### config.mk
export PLATFORM = sky130hd
export DESIGN_NAME = fifo_cell_array
export DESIGN_NICKNAME = d
export VERILOG_FILES = /design/src/rtl/fifo_cell_array_pkg.sv /design/src/rtl/fifo_cell_array_cell.sv /design/src/rtl/fifo_cell_array.sv
export SDC_FILE = /design/constraint.sdc
export NUM_CORES = 1
export LEC_CHECK = 0
export CORE_ASPECT_RATIO = 1.4
export CORE_MARGIN = 2
export CORE_UTILIZATION = 40
export CTS_CLUSTER_SIZE = 40
export DETAILED_ROUTE_END_ITERATION = 8
export HOLD_SLACK_MARGIN = 0.06
export SLEW_MARGIN = 0
export SYNTH_ARGS = -nofsm -noshare
export SYNTH_HDL_FRONTEND = slang
export SYNTH_HIERARCHICAL = 1
export SYNTH_SLANG_ARGS = --single-unit
### constraint.sdc
create_clock -name clk -period 2.35 [get_ports clk]
set_clock_uncertainty 0.2 [all_clocks]
set_input_delay 0.47 -clock clk [delete_from_list [all_inputs] [get_ports clk]]
set_output_delay 0.47 -clock clk [all_outputs]
set_load 0.005 [all_outputs]
### src/rtl/fifo_cell_array_pkg.sv
// Shared constants for the cell-array FIFO and its helpers.
package fifo_cell_array_pkg;

  // Default geometry, also used by the external full detector.
  localparam int N_CELLS_DEF    = 16;
  localparam int DATA_WIDTH_DEF = 8;

endpackage : fifo_cell_array_pkg

### src/rtl/fifo_cell_array_cell.sv
// One FIFO storage cell: a data word plus its occupied flag.
module fifo_cell_array_cell #(
  parameter int DATA_WIDTH = 8
) (
  input  logic                  clk,
  input  logic                  reset,
  input  logic                  put_en,
  input  logic                  get_en,
  input  logic [DATA_WIDTH-1:0] data_in,
  output logic [DATA_WIDTH-1:0] data_out,
  output logic                  full_o
);

  logic                  full_q;
  logic [DATA_WIDTH-1:0] data_q;

  // Occupied flag: set on write, cleared on read. A cell never sees both
  // in the same cycle because the tokens only coincide when empty or full.
  always_ff @(posedge clk) begin
    if (reset) begin
      full_q <= 1'b0;
    end else if (put_en) begin
      full_q <= 1'b1;
    end else if (get_en) begin
      full_q <= 1'b0;
    end
  end

  // Stored word; deliberately not cleared by reset.
  always_ff @(posedge clk) begin
    if (put_en) begin
      data_q <= data_in;
    end
  end

  assign data_out = data_q;
  assign full_o   = full_q;

endmodule : fifo_cell_array_cell

### src/rtl/fifo_cell_array.sv
// Circular FIFO built from independent cells, steered by one-hot put/get tokens.
module fifo_cell_array
  import fifo_cell_array_pkg::*;
#(
  parameter int N_CELLS    = N_CELLS_DEF,
  parameter int DATA_WIDTH = DATA_WIDTH_DEF
) (
  input  logic                  clk,
  input  logic                  reset,
  input  logic                  put,
  input  logic [DATA_WIDTH-1:0] data_put,
  input  logic                  get,
  output logic [DATA_WIDTH-1:0] data_get,
  output logic                  valid_get,
  output logic [N_CELLS-1:0]    f_o,
  output logic                  empty,
  output logic                  overflow
);

  localparam logic [N_CELLS-1:0] TOK_INIT = {{(N_CELLS-1){1'b0}}, 1'b1};

  logic [N_CELLS-1:0]    put_tok_q, put_tok_d;
  logic [N_CELLS-1:0]    get_tok_q, get_tok_d;
  logic [N_CELLS-1:0]    put_en, get_en;
  logic [DATA_WIDTH-1:0] cell_data [N_CELLS];
  logic [DATA_WIDTH-1:0] rd_data;
  logic [DATA_WIDTH-1:0] data_get_q, data_get_d;
  logic                  valid_get_q, valid_get_d;
  logic                  overflow_q, overflow_d;
  logic                  full_int, put_ok, get_ok;

  // Status derived from the registered per-cell flags (pre-edge state).
  assign full_int = &f_o;
  assign empty    = ~|f_o;
  assign put_ok   = put & ~full_int;
  assign get_ok   = get & ~empty;

  // Cell array; each cell is enabled by its own token bit.
  for (genvar gi = 0; gi < N_CELLS; gi++) begin : g_cell
    assign put_en[gi] = put_ok & put_tok_q[gi];
    assign get_en[gi] = get_ok & get_tok_q[gi];

    fifo_cell_array_cell #(
      .DATA_WIDTH (DATA_WIDTH)
    ) u_cell (
      .clk      (clk),
      .reset    (reset),
      .put_en   (put_en[gi]),
      .get_en   (get_en[gi]),
      .data_in  (data_put),
      .data_out (cell_data[gi]),
      .full_o   (f_o[gi])
    );
  end

  // One-hot read mux: OR together the word of the cell holding the get token.
  always_comb begin
    rd_data = '0;
    for (int i = 0; i < N_CELLS; i++) begin
      if (get_tok_q[i]) begin
        rd_data = rd_data | cell_data[i];
      end
    end
  end

  // Next-state for token rings, read port and sticky overflow.
  always_comb begin
    put_tok_d   = put_tok_q;
    get_tok_d   = get_tok_q;
    data_get_d  = data_get_q;
    valid_get_d = 1'b0;
    overflow_d  = overflow_q;
    if (put_ok) begin
      put_tok_d = {put_tok_q[N_CELLS-2:0], put_tok_q[N_CELLS-1]};
    end
    if (get_ok) begin
      get_tok_d   = {get_tok_q[N_CELLS-2:0], get_tok_q[N_CELLS-1]};
      data_get_d  = rd_data;
      valid_get_d = 1'b1;
    end
    if (put && full_int) begin
      overflow_d = 1'b1;
    end
  end

  // State registers; reset returns both tokens to cell 0 and clears the read port.
  always_ff @(posedge clk) begin
    if (reset) begin
      put_tok_q   <= TOK_INIT;
      get_tok_q   <= TOK_INIT;
      data_get_q  <= '0;
      valid_get_q <= 1'b0;
      overflow_q  <= 1'b0;
    end else begin
      put_tok_q   <= put_tok_d;
      get_tok_q   <= get_tok_d;
      data_get_q  <= data_get_d;
      valid_get_q <= valid_get_d;
      overflow_q  <= overflow_d;
    end
  end

  assign data_get  = data_get_q;
  assign valid_get = valid_get_q;
  assign overflow  = overflow_q;

endmodule : fifo_cell_array

Yosys cells after proc, flatten, opt, wreduce, memory -nomap -nowiden
Cells that the tools add are included.
- logic and storage cells: 156
- bits of input ports: 12
- register bits after elaboration: 186
- reduce and logical (&&, ||, !) cells: 20
- multiplexer cells: 49
- bitwise gates (word level): 50
- operator list (cell ; count):
    $mux W8 ; 16
    $or A8 B8 Y8 ; 15
    $and A1 B1 Y1 ; 34
    $mux W1 ; 33
    $reduce_bool A2 Y1 ; 16
    $reduce_and A16 Y1 ; 1
    $reduce_or A16 Y1 ; 1
    $logic_and A1 B1 Y1 ; 1
    $logic_not A1 Y1 ; 1
    $not A1 Y1 ; 1

Longest topological paths before layout
Gate-level depths: netlist of the first run.
- word-level depth: 31
- gate-level depth with buffers: 7
- depth with buffers taken out: 6

Modules after synthesis
Netlist of the first run, hierarchy kept.
- modules (own cells, without submodules) (module ; area each (sq um) ; times used ; cells each):
    fifo_cell_array_cell ; 279.0 ; 16 ; 12
    fifo_cell_array ; 2409.8 ; 1 ; 277

Worst setup path before layout of the first run
OpenSTA, ideal clock, no wires.
- path type: flip-flop to flip-flop
- start point: register g_cell[14].u_cell.full_q
- end point: register g_cell[10].u_cell.data_q[0], enable pin
- cell stages (with the launch flop): 6
- setup time: 276 ps
- path slack: 369 ps
- required time: 1874 ps
- data arrival time: 1505 ps
- buffers on the path: 1
- cell sequence: dfxtp_1 nand4_2 o41a_1 clkbuf_1 nand2_1 inv_1
- longest elaborated chain between the ends: 4
- RTL lines (item ; line ; RTL):
    from (decl) ; fifo_cell_array_cell.sv:14 ; logic full_q;
    from (signal assigned) ; fifo_cell_array_cell.sv:21 ; full_q <= 1'b0;
    from (signal assigned) ; fifo_cell_array_cell.sv:23 ; full_q <= 1'b1;
    from (signal assigned) ; fifo_cell_array_cell.sv:25 ; full_q <= 1'b0;
    $reduce_and A16 Y1 ; fifo_cell_array.sv:33 ; assign full_int = &f_o;
    $not A1 Y1 ; fifo_cell_array.sv:35 ; assign put_ok = put & ~full_int;
    $and A1 B1 Y1 ; fifo_cell_array.sv:35 ;
    $and A1 B1 Y1 ; fifo_cell_array.sv:40 ; assign put_en[gi] = put_ok & put_tok_q[gi];
    via put_en[10] ; fifo_cell_array.sv:24 ; logic [N_CELLS-1:0] put_en, get_en;
    to (signal assigned) ; fifo_cell_array_cell.sv:32 ; data_q <= data_in;
    to (decl) ; fifo_cell_array_cell.sv:15 ; logic [DATA_WIDTH-1:0] data_q;
The timed path passes the listed nets, and every way through them passes these cells.
A chain may end at the register's enable or synchronous reset.

Worst setup path after layout of the first run
- start point: register g_cell[3].u_cell.full_q
- end point: output f_o[3]
- RTL lines (item ; line ; RTL):
    from (decl) ; fifo_cell_array_cell.sv:14 ;
    from (signal assigned) ; fifo_cell_array_cell.sv:21 ;
    from (signal assigned) ; fifo_cell_array_cell.sv:23 ;
    from (signal assigned) ; fifo_cell_array_cell.sv:25 ;
    to (decl) ; fifo_cell_array.sv:15 ; output logic [N_CELLS-1:0] f_o,
No word-level cell between the ends.

==> impl_results.md, run 1 <==
* Routed met3 length at 727 µm
* Top sig layer: met4
* Reported net switching power at 1.50 mW
* Area of the multi-input gates at 1680 µm²
* Sequential share of power at 52.0%
* Hold WS at 0.249 ns
* Synth Area in XOR/XNOR at 0%
* CTS Buf Count at 17
* Crit. Startpoint: g_cell[3].u_cell/full_o$_SDFFE_PP0P_
* DRC at 0
* Relative max-transition margin at 49.4%
* Crit path max-delay cell type: clkdlybuf4s50_1
* Logic pwr share at 4.3%
* Synth Net Count at 481
* Skew-Pair Late Insertion Delay at 0.43 ns
* Overflow left after global routing at 0
* First-pass GRT wire length at 25.0 mm
* YS warnings at 6
* Wire length per cell at 22.4 µm
* Syn Inst Count at 469
* Hold Violations, Final at 0
* Cell area after synthesis at 6870 µm²
* Period Utilization, post-route at 96.2%
* Area leader, netlist: edfxtp_1
* Fmax at 0.442 GHz
* Sequential share of the synthesized area at 72.8%
* Final HPWL DP at 11.5 mm
* Clock transition at path regs at 0.08 ns
* GP Congestion at 0.871
* CTS Hold Bufs at 0
* Initial DRC count at 345
* Number of H-tree levels at 4
* TritonCTS Sinks at 186
* Reg2reg path depth at 5
* DRT Wirelength at 16.6 mm
* Vias at 4090
* Reg area at 5020 µm²
* Vias in the first global route at 4136
* Post-Syn Area per Cell at 14.7 µm²
* Initial Util at 40.9%
* CP max FO at 3
* Largest stage delay, worst path at 0.53 ns
* Total power at 6.84 mW
* Port buffer count at 38
* RSZ-0062 raised after global routing: false
* Final #Nets at 536
* Layout fillers at 1433
* FP Rows at 56
* ANT nets after route at 0
* Reg-to-reg slack, setup at 0.18 ns
* Post-DR vias/cell at 5.53
* Status: completed
* Worst vdd ir at 515 µV
* Worst slack, placed at 0.0940 ns
* Simple-Gate Fraction of Synth Area at 8.39%
* Final worst slack at 0.0889 ns
* Layout cells sized above 1 at 16.6%
* P_leak at 2.83 nW
* Clock tree root driver cell: clkbuf_16
* Post-Synth Adder-Cell Area at 0%
* Worst hold path class: in2reg
* Clock Power Share at 43.7%
* Core area at 16800 µm²
* Placed Instance Area at 7670 µm²
* Area Overhead vs Synth at 21.5%
* Worst path cell trace: buf_4, clkdlybuf4s50_1
* Synth area leaders: edfxtp_1 56%, dfxtp_1 17%, a221oi_1 4.1%, a22o_1 4.1%, mux2i_1 2.2%
* End of the critical path: f_o[3]
* Setup TNS at 0 ns
* Total GRT Usage at 19.0%
* Mux share of post-synthesis cell area at 2.18%
* Slew of the pin with the lowest slew margin at 0.757 ns
* Pins Over Slew Limit at 0
* Largest net degree at the start of global routing at 35
* I/O pin cnt at 39
* Final Instance Area at 8350 µm²
* Die ar. at 18300 µm²
* Wl on met1 at 6.72 mm
* Startpoint types: register
* WL met2 at 8.74 mm
* Arr. time, crit path at 1.59 ns
* CTS tree: done
* Switching part of the total power at 22.0%
* Ant diodes at 0
* DP Cell Count at 705
* Max_cap viols at 0
* Flops & latches, synth at 186
* Tmin final at 2.26 ns
* Final setup vio count at 0
* TritonRoute pass-1 iters at 5
* CP Data Required Time at 1.68 ns
* Die height at 159 µm
* Kind of critical path: reg2out
* Post-synth cell types at 28
* Main combinational cell family by area after synthesis: compound AO/OA/AOI/OAI gates
* Share of the synthesized area in the top cell type at 55.9%
* R2r startpoint: g_cell[10].u_cell/full_o$_SDFFE_PP0P_
* Clock buffer depth at 2
* Non-Filler Instances at 740
* Initial antenna violation count at 0
* FF-to-FF End: put_tok_q[0]$_SDFFE_PP1P_
* Worst Setup End Kind: output pin
* Internal Pwr Total at 5.34 mW
* Die span in x at 115 µm
* Power Density at 820 nW/µm²
* Post-layout util at 49.7%
* Complex-gate fraction of the synthesized area at 13.3%
## synthesized netlist by cell type (all sizes together)
cell type,number
edfxtp,128
o41a,1
a41oi,1
o2bb2ai,8
clkbuf,23
a21oi,32
nor4,5
inv,33
o41ai,1
a211o,1
nand2,30
nor2b,1
dfxtp,58
a22o,32
nand2b,17
mux2i,15
nand4,4
or3,1
and2,17
a221oi,32
buf,3
nor2,17
and4,9
## timing repair
action / CTS / global route
resized for setup: 11 / 2
endpoints found under the setup margin: 1 / 8
buffers inserted: 3 / 0
pin swaps: 5 / 0
## how the worst min path moves through the flow
stage	startpoint	endpoint	slack, ns	depth (start not counted)
finish	reset	get_tok_q[11]$_SDFFE_PP0P_	0.25	2
global route	reset	g_cell[10].u_cell/full_o$_SDFFE_PP0P_	0.27	2
CTS	reset	get_tok_q[1]$_SDFFE_PP0P_	0.24	2
detailed placement	data_get[0]$_SDFFE_PP0P_	data_get[0]$_SDFFE_PP0P_	0.25	1
global placement	put_tok_q[0]$_SDFFE_PP1P_	put_tok_q[0]$_SDFFE_PP1P_	0.24	1
floorplan	put_tok_q[0]$_SDFFE_PP1P_	put_tok_q[0]$_SDFFE_PP1P_	0.24	1
## critical path, delay by kind of cell, from the launching register on
| family | cells | cell delay, ns |
|---|---|---|
| buffers and inverters | 2 | 0.69 |
| DFF | 1 | 0.47 |
## routing by layer
| layer | vias up | GRT usage, % |
|---|---|---|
| li1 | 1888 | - |
| met5 | - | 0 |
| met1 | 2051 | 23.3 |
| met4 | 0 | 7.28 |
| met3 | 20 | 3.39 |
| met2 | 131 | 33.2 |
## cell usage in the layout (no fill, tap or decap), drive strengths merged, types with 2 or more instances in the layout
cell type      count
clkinv             2
and4               9
clkbuf            18
buf               25
a21oi             32
a221oi            32
nand4              4
inv               42
a22o              32
nand2             30
and2              17
edfxtp           128
clkdlybuf4s50     36
mux2i             15
nor4               5
bufinv             2
nand2b            17
nor2              17
dfxtp             58
o2bb2ai            8
## logic make-up after synthesis
kind of cell	count (synthesis)
flip-flops	186
AO/OA/AOI/OAI	108
AND/OR/NAND/NOR	101
buffers and inverters	59
multiplexers	15
## registers in the layout (all words and copies together) (netlist names)
name and cells:
g_cell.u_cell/full_o 16, valid_get 1, put_tok_q 16, get_tok_q 16, data_get 8, g_cell.u_cell/data_out 128
overflow 1
## power groups by stage
| stage | clock (mW) | sequential [mW] | combinational, mW |
|---|---|---|---|
| after floorplan | 0 | 3.62 | 0.129 |
| after global placement | 0 | 3.63 | 0.294 |
| after detailed placement | 0 | 3.63 | 0.299 |
| after CTS | 3.02 | 3.56 | 0.299 |
| after global routing | 3.17 | 3.56 | 0.321 |
| final | 2.99 | 3.56 | 0.296 |
## area by class of cell
| cell class | count | share of cell area (%) |
|---|---|---|
| Sequential cell | 186 | 60.1 |
| Clock inverter | 14 | 2.05 |
| Clock buffer | 18 | 5.39 |
| Inverter | 33 | 1.48 |
| Multi-Input combinational cell | 224 | 20.1 |
| Timing Repair Buffer | 62 | 7.84 |
| Tap cell | 203 | 3.04 |
No activity file was read; power rests on OpenSTA's default activity.
==> inputs of run 2 (changes only) <==
--- a/config.mk
+++ b/config.mk
@@ -10,7 +10,6 @@
 export CORE_UTILIZATION = 40
 export CTS_CLUSTER_SIZE = 40
 export DETAILED_ROUTE_END_ITERATION = 8
-export HOLD_SLACK_MARGIN = 0.06
 export SLEW_MARGIN = 0
 export SYNTH_ARGS = -nofsm -noshare
 export SYNTH_HDL_FRONTEND = slang
==> results of run 2 <==
Final layout, timing and power as in run 1 (identical DEF).
==> inputs of run 3 (changes only) <==
==> constraint.sdc (replaced) <==
create_clock -name clk -period 2.5 [get_ports clk]
set_clock_uncertainty 0.2 [all_clocks]
set_input_delay 0.5 -clock clk [delete_from_list [all_inputs] [get_ports clk]]
set_output_delay 0.5 -clock clk [all_outputs]
set_load 0.005 [all_outputs]
==> impl_results.md, run 3 (synthesis gave the netlist of run 1 again) <==
* Placed Instance Area at 7680 µm² (was 7670 µm²)
* Pins Over Slew Limit at 0 (unchanged)
* Die span in x at 115 µm (unchanged)
* Status: completed (unchanged)
* R2r startpoint: g_cell[4].u_cell/full_o$_SDFFE_PP0P_ (was g_cell[10].u_cell/full_o$_SDFFE_PP0P_)
* TritonCTS Sinks at 186 (unchanged)
* Wire length per cell at 21.3 µm (was 22.4 µm)
* Initial DRC count at 300 (was 345)
* Startpoint types: register (unchanged)
* Initial Util at 40.9% (unchanged)
* Skew-Pair Late Insertion Delay at 0.43 ns (about the same)
* Hold path startpoint: put_tok_q[2]$_SDFFE_PP0P_ (was reset)
* GP Congestion at 0.788 (was 0.871)
* FF-to-FF End: g_cell[12].u_cell/full_o$_SDFFE_PP0P_ (was put_tok_q[0]$_SDFFE_PP1P_)
* Period Utilization, post-route at 91.0%
* Initial antenna violation count at 0 (unchanged)
* DRC at 0 (unchanged)
* Clock buffer depth at 2 (unchanged)
* Core area at 16800 µm² (unchanged)
* CTS tree: done (unchanged)
* RSZ-0062 raised after global routing: false (unchanged)
* Internal Pwr Total at 4.94 mW (was 5.34 mW)
* Total GRT Usage at 18.0% (was 19.0%)
* Worst Setup End Kind: output pin (unchanged)
* Die height at 159 µm (unchanged)
* Ant diodes at 0 (unchanged)
* Worst hold path class: reg2reg (was in2reg)
* Largest register FFs at 128 (unchanged)
* FP Rows at 56 (unchanged)
* Power Density at 757 nW/µm² (was 820 nW/µm²)
* Layout fillers at 1415 (was 1433)
* CP Data Required Time at 1.80 ns (was 1.68 ns)
* Port buffer count at 38 (unchanged)
* Total power at 6.29 mW (was 6.84 mW)
* Vias in the first global route at 4177 (was 4136)
* Area Overhead vs Synth at 20.9% (was 21.5%)
* Final HPWL DP at 10.8 mm (was 11.5 mm)
* Hold WS at 0.259 ns (was 0.249 ns)
* Vias at 3963 (was 4090)
* Clock transition at path regs at 0.07 ns (was 0.08 ns)
* I/O pin cnt at 39 (unchanged)
* Max_cap viols at 0 (unchanged)
* CTS Buf Count at 17 (unchanged)
* Overflow left after global routing at 0 (unchanged)
* Die ar. at 18300 µm² (unchanged)
* Final setup vio count at 0 (unchanged)
* Commonest cells after routing, fill and taps aside: 128 x edfxtp_1, 55 x dfxtp_1, 36 x clkdlybuf4s50_1 (was 128 x edfxtp_1, 51 x dfxtp_1, 36 x clkdlybuf4s50_1)
* Arr. time, crit path at 1.57 ns (was 1.59 ns)
* First-pass GRT wire length at 24.1 mm (was 25.0 mm)
* Fmax at 0.440 GHz
* Largest net degree at the start of global routing at 35 (unchanged)
* Hold EP: put_tok_q[2]$_SDFFE_PP0P_ (was get_tok_q[11]$_SDFFE_PP0P_)
* Post-DR vias/cell at 5.38 (was 5.53)
* Sequential share of power at 53.3% (was 52.0%)
* DRT Wirelength at 15.6 mm (was 16.6 mm)
* Number of H-tree levels at 4 (unchanged)
* Setup TNS at 0 ns (unchanged)
* Hold depth at 2 (unchanged)
* Reported net switching power at 1.35 mW (was 1.50 mW)
* Final Instance Area at 8310 µm² (was 8350 µm²)
* CP max FO at 3 (unchanged)
* P_leak at 2.79 nW (was 2.83 nW)
* Reg-to-reg slack, setup at 0.31 ns (was 0.18 ns)
* Tmin final at 2.27 ns
* Final worst slack at 0.226 ns (was 0.0889 ns)
* Layout cells sized above 1 at 14.8% (was 16.6%)
* Logic pwr share at 4.1% (was 4.3%)
* Commonest non-fill, non-tap cell in the layout: edfxtp_1 (unchanged)
* Worst slack, placed at 0.170 ns (was 0.0940 ns)
* Worst vdd ir at 446 µV (was 515 µV)
* Kind of critical path: reg2out (unchanged)
* Clock Power Share at 42.7% (was 43.7%)
* Slew of the pin with the lowest slew margin at 0.687 ns (was 0.757 ns)
* Clock tree root driver cell: clkbuf_16 (unchanged)
* Reg2reg path depth at 8 (was 5)
* ANT nets after route at 0 (unchanged)
* Final #Nets at 532 (was 536)
* TritonRoute pass-1 iters at 4 (was 5)
* Switching part of the total power at 21.5% (was 22.0%)
* Relative max-transition margin at 54.1% (was 49.4%)
* Hold Violations, Final at 0 (unchanged)
## run 3: layout make-up
type,count,area [µm²],share of cell area (%)
multi-input combinational,224,1680,20.2
clock buffer,18,429,5.16
sequential,186,5010,60.3
tap,203,254,3.06
timing repair buffer,58,649,7.82
clock inverter,14,165,1.99
inverter,33,124,1.49
## run 3: stage by stage
| step | utilization [%] | std cells |
|---|---|---|
| 2_1_floorplan | - | 469 |
| 3_3_place_gp | 45.7 | 703 |
| 3_5_place_dp | 45.7 | 703 |
| 4_1_cts | 49.4 | 736 |
| 5_1_grt | 49.4 | 736 |
| 6_report | 49.4 | 736 |
## run 3: power groups by stage
| stage | Sequential [mW] | Clock (mW) | Combinational [mW] |
|---|---|---|---|
| after global routing | 3.35 | 2.84 | 0.279 |
| after detailed placement | 3.42 | 0 | 0.257 |
| after CTS | 3.35 | 2.72 | 0.260 |
| after global placement | 3.42 | 0 | 0.252 |
| final | 3.35 | 2.68 | 0.257 |
| after floorplan | 3.40 | 0 | 0.121 |
## run 3: timing repair
action / CTS / global route
setup endpoints to repair: 1 / 0
hold buffers: 0 / 0
setup buffers: 1 / 0
resized for setup: 7 / 0
## run 3: routing by layer
metal  up-vias  GRT usage (%)  share of wire, %
met2        93           30.7                52
li1       1887              -                 -
met3        20           3.77               3.6
met5         -              0                 0
met1      1963           21.8                41
met4         0           7.67               3.0
## run 3: worst max path at each step
stage / depth (start not counted) / slack (ns) / endpoint / start
3_5_place_dp: 5 / 0.17 / g_cell[9].u_cell/data_out[4]$_DFFE_PP_ / put
2_1_floorplan: 5 / 0.52 / g_cell[10].u_cell/data_out[0]$_DFFE_PP_ / g_cell[14].u_cell/full_o$_SDFFE_PP0P_
5_1_grt: 3 / 0.13 / empty / g_cell[9].u_cell/full_o$_SDFFE_PP0P_
6_report: 3 / 0.23 / empty / g_cell[9].u_cell/full_o$_SDFFE_PP0P_
4_1_cts: 3 / 0.19 / empty / g_cell[7].u_cell/full_o$_SDFFE_PP0P_
3_3_place_gp: 5 / 0.20 / g_cell[9].u_cell/data_out[3]$_DFFE_PP_ / put
## run 3: critical path: stages, from the launching register on
cell	delay, ns
dfxtp_1	0.37
nor4_2	0.32
and4_1	0.22
dlygate4sd2_1	0.23
